File: src/rtl/seg7_scan_decoder_if.sv
// Bundle of the observed 7-segment scan bus and the decoded-frame handshake.
// master: the scan source and frame consumer; slave: the decoder.
interface seg7_scan_decoder_if #(
  parameter int DISP   = 8,
  parameter int DIGITS = 4
);
  logic [DISP-1:0]     seg_in;
  logic [DIGITS-1:0]   an_in;
  logic                frame_ready;
  logic                frame_valid;
  logic [4*DIGITS-1:0] frame_bcd;
  logic [DIGITS-1:0]   frame_dp;
  logic [DIGITS-1:0]   frame_err;
  logic                overrun;

  modport master (
    output seg_in, an_in, frame_ready,
    input  frame_valid, frame_bcd, frame_dp, frame_err, overrun
  );

  modport slave (
    input  seg_in, an_in, frame_ready,
    output frame_valid, frame_bcd, frame_dp, frame_err, overrun
  );
endinterface

File: src/rtl/seg7_scan_decoder.sv
// Snoops a multiplexed active-low 7-segment bus, debounces each digit dwell,
// and assembles digits 0..DIGITS-1 into a BCD frame with valid/ready output.
module seg7_scan_decoder #(
  parameter int DISP   = 8,
  parameter int DIGITS = 4,
  parameter int STABLE = 4
) (
  input  logic              clk,
  input  logic              rst_n,
  seg7_scan_decoder_if.slave bus
);

  localparam int IDXW = (DIGITS > 1) ? $clog2(DIGITS) : 1;
  localparam int CNTW = $clog2(STABLE + 1);
  localparam int SW   = DIGITS + DISP;
  localparam logic [IDXW-1:0] LAST_IDX = IDXW'(DIGITS - 1);
  localparam logic [CNTW-1:0] CNT_MAX  = CNTW'(STABLE);
  localparam logic [CNTW-1:0] CNT_PRE  = CNTW'(STABLE - 1);

  typedef enum logic {SYNC, COLLECT} state_t;

  // Returns {err, bcd}; blank decodes to F without error.
  function automatic logic [4:0] decode_seg(input logic [6:0] s);
    case (s)
      7'h40:   decode_seg = 5'h00;
      7'h79:   decode_seg = 5'h01;
      7'h24:   decode_seg = 5'h02;
      7'h30:   decode_seg = 5'h03;
      7'h19:   decode_seg = 5'h04;
      7'h12:   decode_seg = 5'h05;
      7'h02:   decode_seg = 5'h06;
      7'h78:   decode_seg = 5'h07;
      7'h00:   decode_seg = 5'h08;
      7'h10:   decode_seg = 5'h09;
      7'h7F:   decode_seg = 5'h0F;
      default: decode_seg = 5'h1E;
    endcase
  endfunction

  logic [SW-1:0]       r_prev;
  logic [CNTW-1:0]     r_stab_cnt;
  state_t              r_state;
  logic [IDXW-1:0]     r_exp;
  logic [4*DIGITS-1:0] r_buf_bcd;
  logic [DIGITS-1:0]   r_buf_dp;
  logic [DIGITS-1:0]   r_buf_err;
  logic                r_valid;
  logic [4*DIGITS-1:0] r_bcd;
  logic [DIGITS-1:0]   r_dp;
  logic [DIGITS-1:0]   r_err;
  logic                r_overrun;

  logic [SW-1:0]       w_sample;
  logic                w_same;
  logic [DIGITS-1:0]   w_an_act;
  logic                w_onehot;
  logic [IDXW-1:0]     w_idx;
  logic                w_capture;
  logic [4:0]          w_dec;
  logic                w_dp;
  state_t              w_state_nxt;
  logic [IDXW-1:0]     w_exp_nxt;
  logic                w_store;
  logic                w_complete;
  logic                w_load;
  logic [4*DIGITS-1:0] w_frm_bcd;
  logic [DIGITS-1:0]   w_frm_dp;
  logic [DIGITS-1:0]   w_frm_err;

  assign w_sample = {bus.an_in, bus.seg_in};
  assign w_same   = (w_sample == r_prev);
  assign w_an_act = ~bus.an_in;
  assign w_onehot = (w_an_act != '0) && ((w_an_act & (w_an_act - DIGITS'(1))) == '0);
  assign w_dec    = decode_seg(bus.seg_in[6:0]);
  assign w_dp     = ~bus.seg_in[7];

  always_comb begin
    w_idx = '0;
    for (int unsigned i = DIGITS; i > 0; i--) begin
      if (w_an_act[i-1]) w_idx = IDXW'(i - 1);
    end
  end

  // Fires once per dwell: only the edge on which the count reaches STABLE.
  assign w_capture = w_same && (r_stab_cnt == CNT_PRE) && w_onehot;

  always_ff @(posedge clk) begin
    if (!rst_n) begin
      r_prev     <= '1;
      r_stab_cnt <= '0;
    end else begin
      r_prev <= w_sample;
      if (!w_same)                  r_stab_cnt <= '0;
      else if (r_stab_cnt != CNT_MAX) r_stab_cnt <= r_stab_cnt + CNTW'(1);
    end
  end

  always_ff @(posedge clk) begin
    if (!rst_n) begin
      r_state <= SYNC;
      r_exp   <= '0;
    end else begin
      r_state <= w_state_nxt;
      r_exp   <= w_exp_nxt;
    end
  end

  always_comb begin
    w_state_nxt = r_state;
    w_exp_nxt   = r_exp;
    w_store     = 1'b0;
    w_complete  = 1'b0;
    if (w_capture) begin
      case (r_state)
        SYNC: begin
          if (w_idx == '0) begin
            w_store     = 1'b1;
            w_exp_nxt   = IDXW'(1);
            w_state_nxt = COLLECT;
          end
        end
        COLLECT: begin
          if (w_idx == r_exp) begin
            w_store = 1'b1;
            if (w_idx == LAST_IDX) begin
              w_complete  = 1'b1;
              w_exp_nxt   = '0;
              w_state_nxt = SYNC;
            end else begin
              w_exp_nxt = r_exp + IDXW'(1);
            end
          end else if (w_idx == '0) begin
            w_store   = 1'b1;
            w_exp_nxt = IDXW'(1);
          end else begin
            w_exp_nxt   = '0;
            w_state_nxt = SYNC;
          end
        end
        default: w_state_nxt = SYNC;
      endcase
    end
  end

  // Restarting at digit 0 overwrites stale buffer slots in order before completion.
  always_ff @(posedge clk) begin
    if (!rst_n) begin
      r_buf_bcd <= '0;
      r_buf_dp  <= '0;
      r_buf_err <= '0;
    end else if (w_store) begin
      r_buf_bcd[4*w_idx +: 4] <= w_dec[3:0];
      r_buf_dp[w_idx]         <= w_dp;
      r_buf_err[w_idx]        <= w_dec[4];
    end
  end

  // The last digit goes straight to the output so the frame loads on its capture edge.
  always_comb begin
    w_frm_bcd = r_buf_bcd;
    w_frm_dp  = r_buf_dp;
    w_frm_err = r_buf_err;
    w_frm_bcd[4*(DIGITS-1) +: 4] = w_dec[3:0];
    w_frm_dp[DIGITS-1]           = w_dp;
    w_frm_err[DIGITS-1]          = w_dec[4];
  end

  assign w_load = w_complete && (!r_valid || bus.frame_ready);

  always_ff @(posedge clk) begin
    if (!rst_n) begin
      r_valid   <= 1'b0;
      r_bcd     <= '0;
      r_dp      <= '0;
      r_err     <= '0;
      r_overrun <= 1'b0;
    end else begin
      if (w_load) begin
        r_valid <= 1'b1;
        r_bcd   <= w_frm_bcd;
        r_dp    <= w_frm_dp;
        r_err   <= w_frm_err;
      end else if (r_valid && bus.frame_ready) begin
        r_valid <= 1'b0;
      end
      if (w_complete && r_valid && !bus.frame_ready) r_overrun <= 1'b1;
    end
  end

  assign bus.frame_valid = r_valid;
  assign bus.frame_bcd   = r_bcd;
  assign bus.frame_dp    = r_dp;
  assign bus.frame_err   = r_err;
  assign bus.overrun     = r_overrun;

endmodule

File: src/flat_wrapper.sv
// flat-port wrapper written by rule: the top's interface ports become plain ports
module seg7_scan_decoder_flat 
#(
  parameter int DISP   = 8,
  parameter int DIGITS = 4,
  parameter int STABLE = 4
)
  (clk, rst_n, bus_seg_in, bus_an_in, bus_frame_ready, bus_frame_valid, bus_frame_bcd, bus_frame_dp, bus_frame_err, bus_overrun);
  seg7_scan_decoder_if #(.DISP(DISP), .DIGITS(DIGITS)) bus_i ();
  input  logic clk;
  input  logic rst_n;
  input wire logic [$bits(bus_i.seg_in)-1:0] bus_seg_in;
  input wire logic [$bits(bus_i.an_in)-1:0] bus_an_in;
  input wire logic [$bits(bus_i.frame_ready)-1:0] bus_frame_ready;
  output wire logic [$bits(bus_i.frame_valid)-1:0] bus_frame_valid;
  output wire logic [$bits(bus_i.frame_bcd)-1:0] bus_frame_bcd;
  output wire logic [$bits(bus_i.frame_dp)-1:0] bus_frame_dp;
  output wire logic [$bits(bus_i.frame_err)-1:0] bus_frame_err;
  output wire logic [$bits(bus_i.overrun)-1:0] bus_overrun;
  assign bus_i.seg_in = bus_seg_in;
  assign bus_i.an_in = bus_an_in;
  assign bus_i.frame_ready = bus_frame_ready;
  assign bus_frame_valid = bus_i.frame_valid;
  assign bus_frame_bcd = bus_i.frame_bcd;
  assign bus_frame_dp = bus_i.frame_dp;
  assign bus_frame_err = bus_i.frame_err;
  assign bus_overrun = bus_i.overrun;
  seg7_scan_decoder #(.DISP(DISP), .DIGITS(DIGITS), .STABLE(STABLE)) u_core (.clk(clk), .rst_n(rst_n), .bus(bus_i));
endmodule
File: config.mk
export PLATFORM = sky130hd
export DESIGN_NAME = seg7_scan_decoder_flat
export DESIGN_NICKNAME = d
export VERILOG_FILES = /design/src/rtl/seg7_scan_decoder_if.sv /design/src/rtl/seg7_scan_decoder.sv /design/src/flat_wrapper.sv
export SDC_FILE = /design/constraint.sdc
export NUM_CORES = 1
export LEC_CHECK = 0
export BUFFER_PORTS_ARGS = -buffer_cell sky130_fd_sc_hd__buf_2
export CORE_ASPECT_RATIO = 1.75
export CORE_MARGIN = 3
export CORE_UTILIZATION = 55
export CTS_BUF_LIST = sky130_fd_sc_hd__clkbuf_4 sky130_fd_sc_hd__clkbuf_8
export DETAILED_ROUTE_END_ITERATION = 8
export PLACE_DENSITY_LB_ADDON = 0.12
export RECOVER_POWER = 25
export SLEW_MARGIN = 20
export SYNTH_ARGS = -nofsm -noshare
export SYNTH_HDL_FRONTEND = slang
export SYNTH_SLANG_ARGS = --single-unit
File: constraint.sdc
create_clock -name clk -period 6.7 [get_ports clk]
set_input_delay 1.34 -clock clk [delete_from_list [all_inputs] [get_ports clk]]
set_output_delay 1.34 -clock clk [all_outputs]
set_load 0.03 [all_outputs]
== After elaboration in Yosys (flattened, before gate mapping) ==
Index checks and enable logic that the tools add are counted.
Storage, ports and cells
  word-level logic and storage cells: 86
  bits in registers: 68
  output and inout port bits: 26
  bits of input ports: 15
Operators by class
  order comparisons: 2
  add/subtract/negate cells: 4
  reductions and logical operators: 18
  muxes and demuxes: 28
  shifts and indexed selects: 2
  equal/unequal tests: 16
  bitwise gates (word level): 4
Operators by type and width (number)
  $pmux W5 S11: 1
  $neg A4 Y34: 1
  $shift A4 B34 Y16 const A: 1
  $shiftx A4 B34 Y16: 1
  $eq A7 B7 Y1 const B: 4
  $eq A7 B5 Y1 const B: 3
  $bwmux W16: 1
  $eq A7 B6 Y1 const B: 2
  $mux W2: 7
  $mux W1: 13
  $eq A12 B12 Y1: 1
  $bwmux W4: 2
  $logic_and A1 B1 Y1: 8
  $eq A7 B2 Y1 const B: 1
  $logic_not A7 Y1: 1
  $and A4 B4 Y4: 1
  $logic_not A4 Y1: 1
  $not A4 Y4: 1
  $pmux W1 S2: 2
  $pmux W2 S2: 1
  $reduce_and A2 Y1: 2
  $reduce_bool A4 Y1: 1
  $sub A4 B1 Y4 const B: 1
  $add A3 B1 Y3 const B: 1
  14 further kinds: 16

== Depth between registers and ports, before layout ==
  depth after elaboration: 12
  depth in mapped cells: 9
  mapped depth without buffers: 8

== Worst setup path before layout ==
Ideal clock, no wire load.
  path type: in2reg
  start point: input bus_an_in[0]
  end point: register u_core.r_buf_bcd[11]
  required time: 6.626 ns
  slack: 3.565 ns
  arrival time: 3.061 ns
  setup time: 0.074 ns
  stages: 9
  path buffers: 3
  cell sequence: buf_2 -> a21boi_1 -> inv_1 -> ha_1 -> clkbuf_1 -> buf_2 -> nor3_1 -> o21ai_0 -> mux2i_1
Between the ends
  cells in the longest elaborated chain, start to end: 7
  elaborated cells on any way between the ends: 20
  classes of those cells: 2 x add/sub; 2 x eq/ne; 2 x shift; 6 x mux; 2 x bitwise; 6 x reduce/logical
Ends and longest elaborated chain
  start: declaration: line flat_wrapper.sv:13  | input wire logic [$bits(bus_i.an_in)-1:0] bus_an_in;
  $not A4 Y4: line seg7_scan_decoder.sv:72  | assign w_an_act = ~bus.an_in;
  $sub A4 B1 Y4 or $mux W2 (tied branches): line seg7_scan_decoder.sv:73, seg7_scan_decoder.sv:80
  $and A4 B4 Y4 or $logic_not A2 Y1 (tied branches): line seg7_scan_decoder.sv:73, seg7_scan_decoder.sv:116, seg7_scan_decoder.sv:132
  $logic_not A4 Y1 or $mux W1 (tied branches): line seg7_scan_decoder.sv:73, seg7_scan_decoder.sv:116, seg7_scan_decoder.sv:132
  $logic_and A1 B1 Y1 or $mux W1 (tied branches): line seg7_scan_decoder.sv:73, seg7_scan_decoder.sv:123
  $logic_and A1 B1 Y1 or $pmux W1 S2 (tied branches): line seg7_scan_decoder.sv:85, seg7_scan_decoder.sv:114
  $mux W1: line seg7_scan_decoder.sv:113  | if (w_capture) begin
  end signal: indexed assignment: line seg7_scan_decoder.sv:152  | r_buf_bcd[4*w_idx +: 4] <= w_dec[3:0];
  end: declaration: line seg7_scan_decoder.sv:44  | logic [4*DIGITS-1:0] r_buf_bcd;
Several ways; a longest one is shown, not always the timed one.
A chain may end at the register's enable or synchronous reset.

== Worst setup path after layout ==
  start point: input bus_seg_in[2]
  end point: register u_core.r_bcd[13], in the netlist u_core.bus.frame_bcd[13]
Between the ends
  cells in the longest elaborated chain, start to end: 5
  elaborated cells on any way between the ends: 17
  classes of those cells: 11 x eq/ne; 2 x mux; 4 x reduce/logical
Ends and longest elaborated chain
  start: declaration: line flat_wrapper.sv:12  | input wire logic [$bits(bus_i.seg_in)-1:0] bus_seg_in;
  $eq A12 B12 Y1: line seg7_scan_decoder.sv:71  | assign w_same = (w_sample == r_prev);
  $logic_and A1 B1 Y1 (2 in series): line seg7_scan_decoder.sv:85  | assign w_capture = w_same && (r_stab_cnt == CNT_PRE) && w_onehot;
  $mux W1: line seg7_scan_decoder.sv:113
  $logic_and A1 B1 Y1: line seg7_scan_decoder.sv:168  | assign w_load = w_complete && (!r_valid || bus.frame_ready);
  end signal: assignment: line seg7_scan_decoder.sv:180  | r_bcd <= w_frm_bcd;
  end: declaration: line seg7_scan_decoder.sv:48  | logic [4*DIGITS-1:0] r_bcd;
Several ways; a longest one is shown, not always the timed one.

==> results.py <==
metrics = {
    "route": {
        "via_count": 2371,
        "viasPerCell": 5.49,
        "first_pass_iters": 4,
        "totalWireLength_um": 6050,
        "wl_per_cell_um": 14.0,
        "ant_nets": 0,
        "drt_iter0_drc": 86,
        "drc": 0,
    },
    "floorplanning": {
        "dieArea_um2": 6490,
        "die_h_um": 104,
        "io_pins": 41,
        "die-width_um": 62.2,
        "initial_core_util": 0.574,
        "rows": 35,
        "core_area_um2": 5300,
    },
    "place": {
        "dp_hpwl_um": 4350,
        "portBuffers": 40,
        "place_congestion": 0.846,
    },
    "synthesis": {
        "synth_seq_cells": 62,
        "syn_inst": 326,
        "ys_top_cells_by_area": "dfxtp_1 (41%), mux2i_1 (12%), nand2_1 (7.5%), xor2_1 (3.7%), ha_1 (3.3%)",
        "synthTopCellsByCount": "dfxtp_1 (62), nand2_1 (61), mux2i_1 (37), xor2_1 (13)",
        "syn_nets": 349,
        "yosysMostFrequentCell": "dfxtp_1",
        "syn_avg_cell_area_um2": 9.33,
        "yosysTopAreaCell": "dfxtp_1",
        "syn_area_um2": 3040,
        "ys_warn_count": 0,
        "ys_types": 56,
        "ys_seq_area_frac": 0.408,
        "synth_edf_count": 0,
        "async_flop_share": 0,
        "synth_flop_cell": "dfxtp_1",
        "synth_top_area_frac": 0.408,
    },
    "clocking": {
        "cts_buffer_depth": 2,
        "clock_latency_ns": 0.34,
        "clock_sinks": 62,
        "cts_tree": "built",
        "ctsResizeCount": 0,
        "h-tree-depth": 3,
        "cts_made_buffers": 9,
        "post_cts_buffers": 0,
        "cts_root_buffer": "clkbuf_8",
        "ctsHoldBuffers": 0,
        "path_clk_slew_ns": 0.07,
    },
    "sta": {
        "rsz0062_at_grt": "no",
        "max-slew-margin-rel": 0.0859,
        "fin_worst_skew_ns": 0.00624,
        "min_period_ns": 3.37,
        "tns_ns": 0,
        "finalCritPeriodShare": 0.503,
        "worst_slew_pin_slew_ns": 1.37,
        "max_freq_mhz": 297,
        "finalMaxSlewViolations": 0,
        "setup_viol": 0,
        "hold_viol_final": 0,
    },
    "worst_setup_path": {
        "cp.arrival_ns": 3.63,
        "startpoint_type": "input pin",
        "endpoint_kind": "flip-flop",
        "reg2reg_to": "u_core.bus.frame_bcd[13]",
        "r2r_cells": 5,
        "crit_type": "in -> reg",
        "rrSetupSlack_ns": 4.24,
        "crit_start": "bus_seg_in[2]",
        "r2r_start": "u_core.r_prev[11]",
        "worstPathRequired_ns": 6.96,
        "crit_fanout": 24,
    },
    "power_and_ir_drop": {
        "total_power_uw": 749,
        "intPower_uw": 573,
        "p_leak_uw": 0.00151,
        "p_per_area_nw_per_um2": 222,
        "swShare": 0.235,
        "p_sw_uw": 176,
        "power_frac_seq": 0.499,
        "clkPwrFrac": 0.429,
        "power_frac_comb": 0.072,
        "peakVddDrop_v": 0.000197,
    },
    "global_routing": {
        "grt_max_degree": 36,
        "antenna_found_initial": 0,
        "grt_pass1_wl_um": 9960,
        "grt_pass1_vias": 2210,
        "grt_overflow": 0,
        "grt.total_usage": 0.190,
    },
    "cells_and_area": {
        "diodes": 0,
        "fillers": 483,
        "area_growth_pct": 11.1,
        "multi_input_area_um2": 1620,
        "layout-drive-gt1-share": 0.151,
        "regArea_um2": 1240,
        "fin_nets": 377,
        "post-route-util": 0.637,
    },
    "min_path": {
        "min_from": "u_core.r_buf_bcd[0]",
        "hold-path-endpoint": "u_core.bus.frame_bcd[0]",
        "min_path_type": "reg -> reg",
        "min_path_cells": 2,
    },
    "job": {
        "cap_violations": 0,
    },
    "status": {
        "outcome": "complete, no violations",
    },
}
## sequential cells by signal, indices dropped and copies added (netlist names)
| name | count |
|---|---|
| u_core.bus.frame_err | 4 |
| u_core.bus.frame_bcd | 16 |
| u_core.r_buf_bcd | 12 |
| u_core.bus.frame_dp | 4 |
| u_core.r_stab_cnt | 3 |
| u_core.r_prev | 12 |
| u_core.r_buf_err | 3 |
| u_core.r_exp | 2 |
| u_core.r_buf_dp | 3 |
| u_core.bus.frame_valid | 1 |
| u_core.bus.overrun | 1 |
| u_core.r_state | 1 |
## worst max path at each step
stage / to / slack (ns)
after floorplan: u_core.r_buf_bcd[11] / 3.57
after global placement: u_core.bus.frame_bcd[5] / 3.06
after detailed placement: u_core.bus.frame_bcd[13] / 2.98
after CTS: u_core.bus.frame_bcd[13] / 3.32
after global routing: u_core.r_buf_bcd[3] / 3.03
final: u_core.bus.frame_bcd[13] / 3.33
## metrics by stage
step                setup slack [ns]  hold WS [ns]  instance area (um^2)  instances
detailed placement              2.98         0.451                  3200        417
floorplan                       3.57         0.431                  3040        326
global placement                3.06         0.433                  3200        417
CTS                             3.32         0.459                  3390        432
finish                          3.33         0.453                  3380        432
global route                    3.03         0.481                  3380        432
## worst max-delay path: stages
cell,delay (ns)
buf_2,0.18
xor2_1,0.18
nor4_1,0.36
and3_1,0.62
nand4_4,0.60
mux2i_1,0.32
## layout by cell type (no fill, tap or decap), types with 2 or more instances in the layout
cell type / instances
a211o_1: 2
a21oi_1: 7
a311oi_1: 2
a31oi_1: 2
and2_1: 2
buf_2: 28
clkbuf_1: 12
clkbuf_8: 10
clkinv_2: 2
dfxtp_1: 62
ha_1: 8
inv_1: 9
mux2i_1: 37
nand2_1: 61
nand2b_1: 11
nand3_1: 8
nand4_1: 6
nand4b_1: 4
nor2_1: 5
nor2b_1: 4
nor3_1: 3
nor4_1: 4
o2111ai_1: 5
o211ai_1: 2
o21ai_0: 11
o22ai_1: 2
o311a_1: 2
o32ai_1: 2
or2_2: 2
xnor2_1: 2
xor2_1: 13
## area by class of cell
| cell class | instances | area share |
|---|---|---|
| repair buffers | 41 | 0.0571 |
| well taps | 74 | 0.0274 |
| clock inverters | 4 | 0.0141 |
| multi-input cells | 231 | 0.481 |
| flip-flops and latches | 62 | 0.368 |
| inverters | 9 | 0.0100 |
| clock buffers | 11 | 0.0430 |
## cell families (layout without fill, tap and decap cells)
kind of cell / Yosys count / count (layout) / synth area share
simple gates: 123 / 123 / 0.214
flops: 62 / 62 / 0.408
compound gates: 48 / 48 / 0.122
mux: 37 / 37 / 0.122
buf+inv: 33 / 65 / 0.0576
xor+xnor: 15 / 15 / 0.0432
fa+ha+maj: 8 / 8 / 0.0329
## power by group through the flow
stage | clock [uW] | combinational [uW] | sequential (uW)
after floorplan | 0 | 41.4 | 382
after global placement | 0 | 52.3 | 382
after detailed placement | 0 | 53.1 | 382
after CTS | 326 | 53.4 | 374
after global routing | 339 | 59.7 | 374
final | 321 | 53.9 | 374
## layer usage
layer	track usage	up-vias	wire length [um]	share of wire
li1	-	1208	-	-
met1	0.217	1093	2640	0.44
met2	0.330	57	3060	0.50
met3	0.0411	13	215	0.036
met4	0.0949	0	140	0.023
met5	0	-	0	0
No activity file was read; power rests on OpenSTA's default activity.
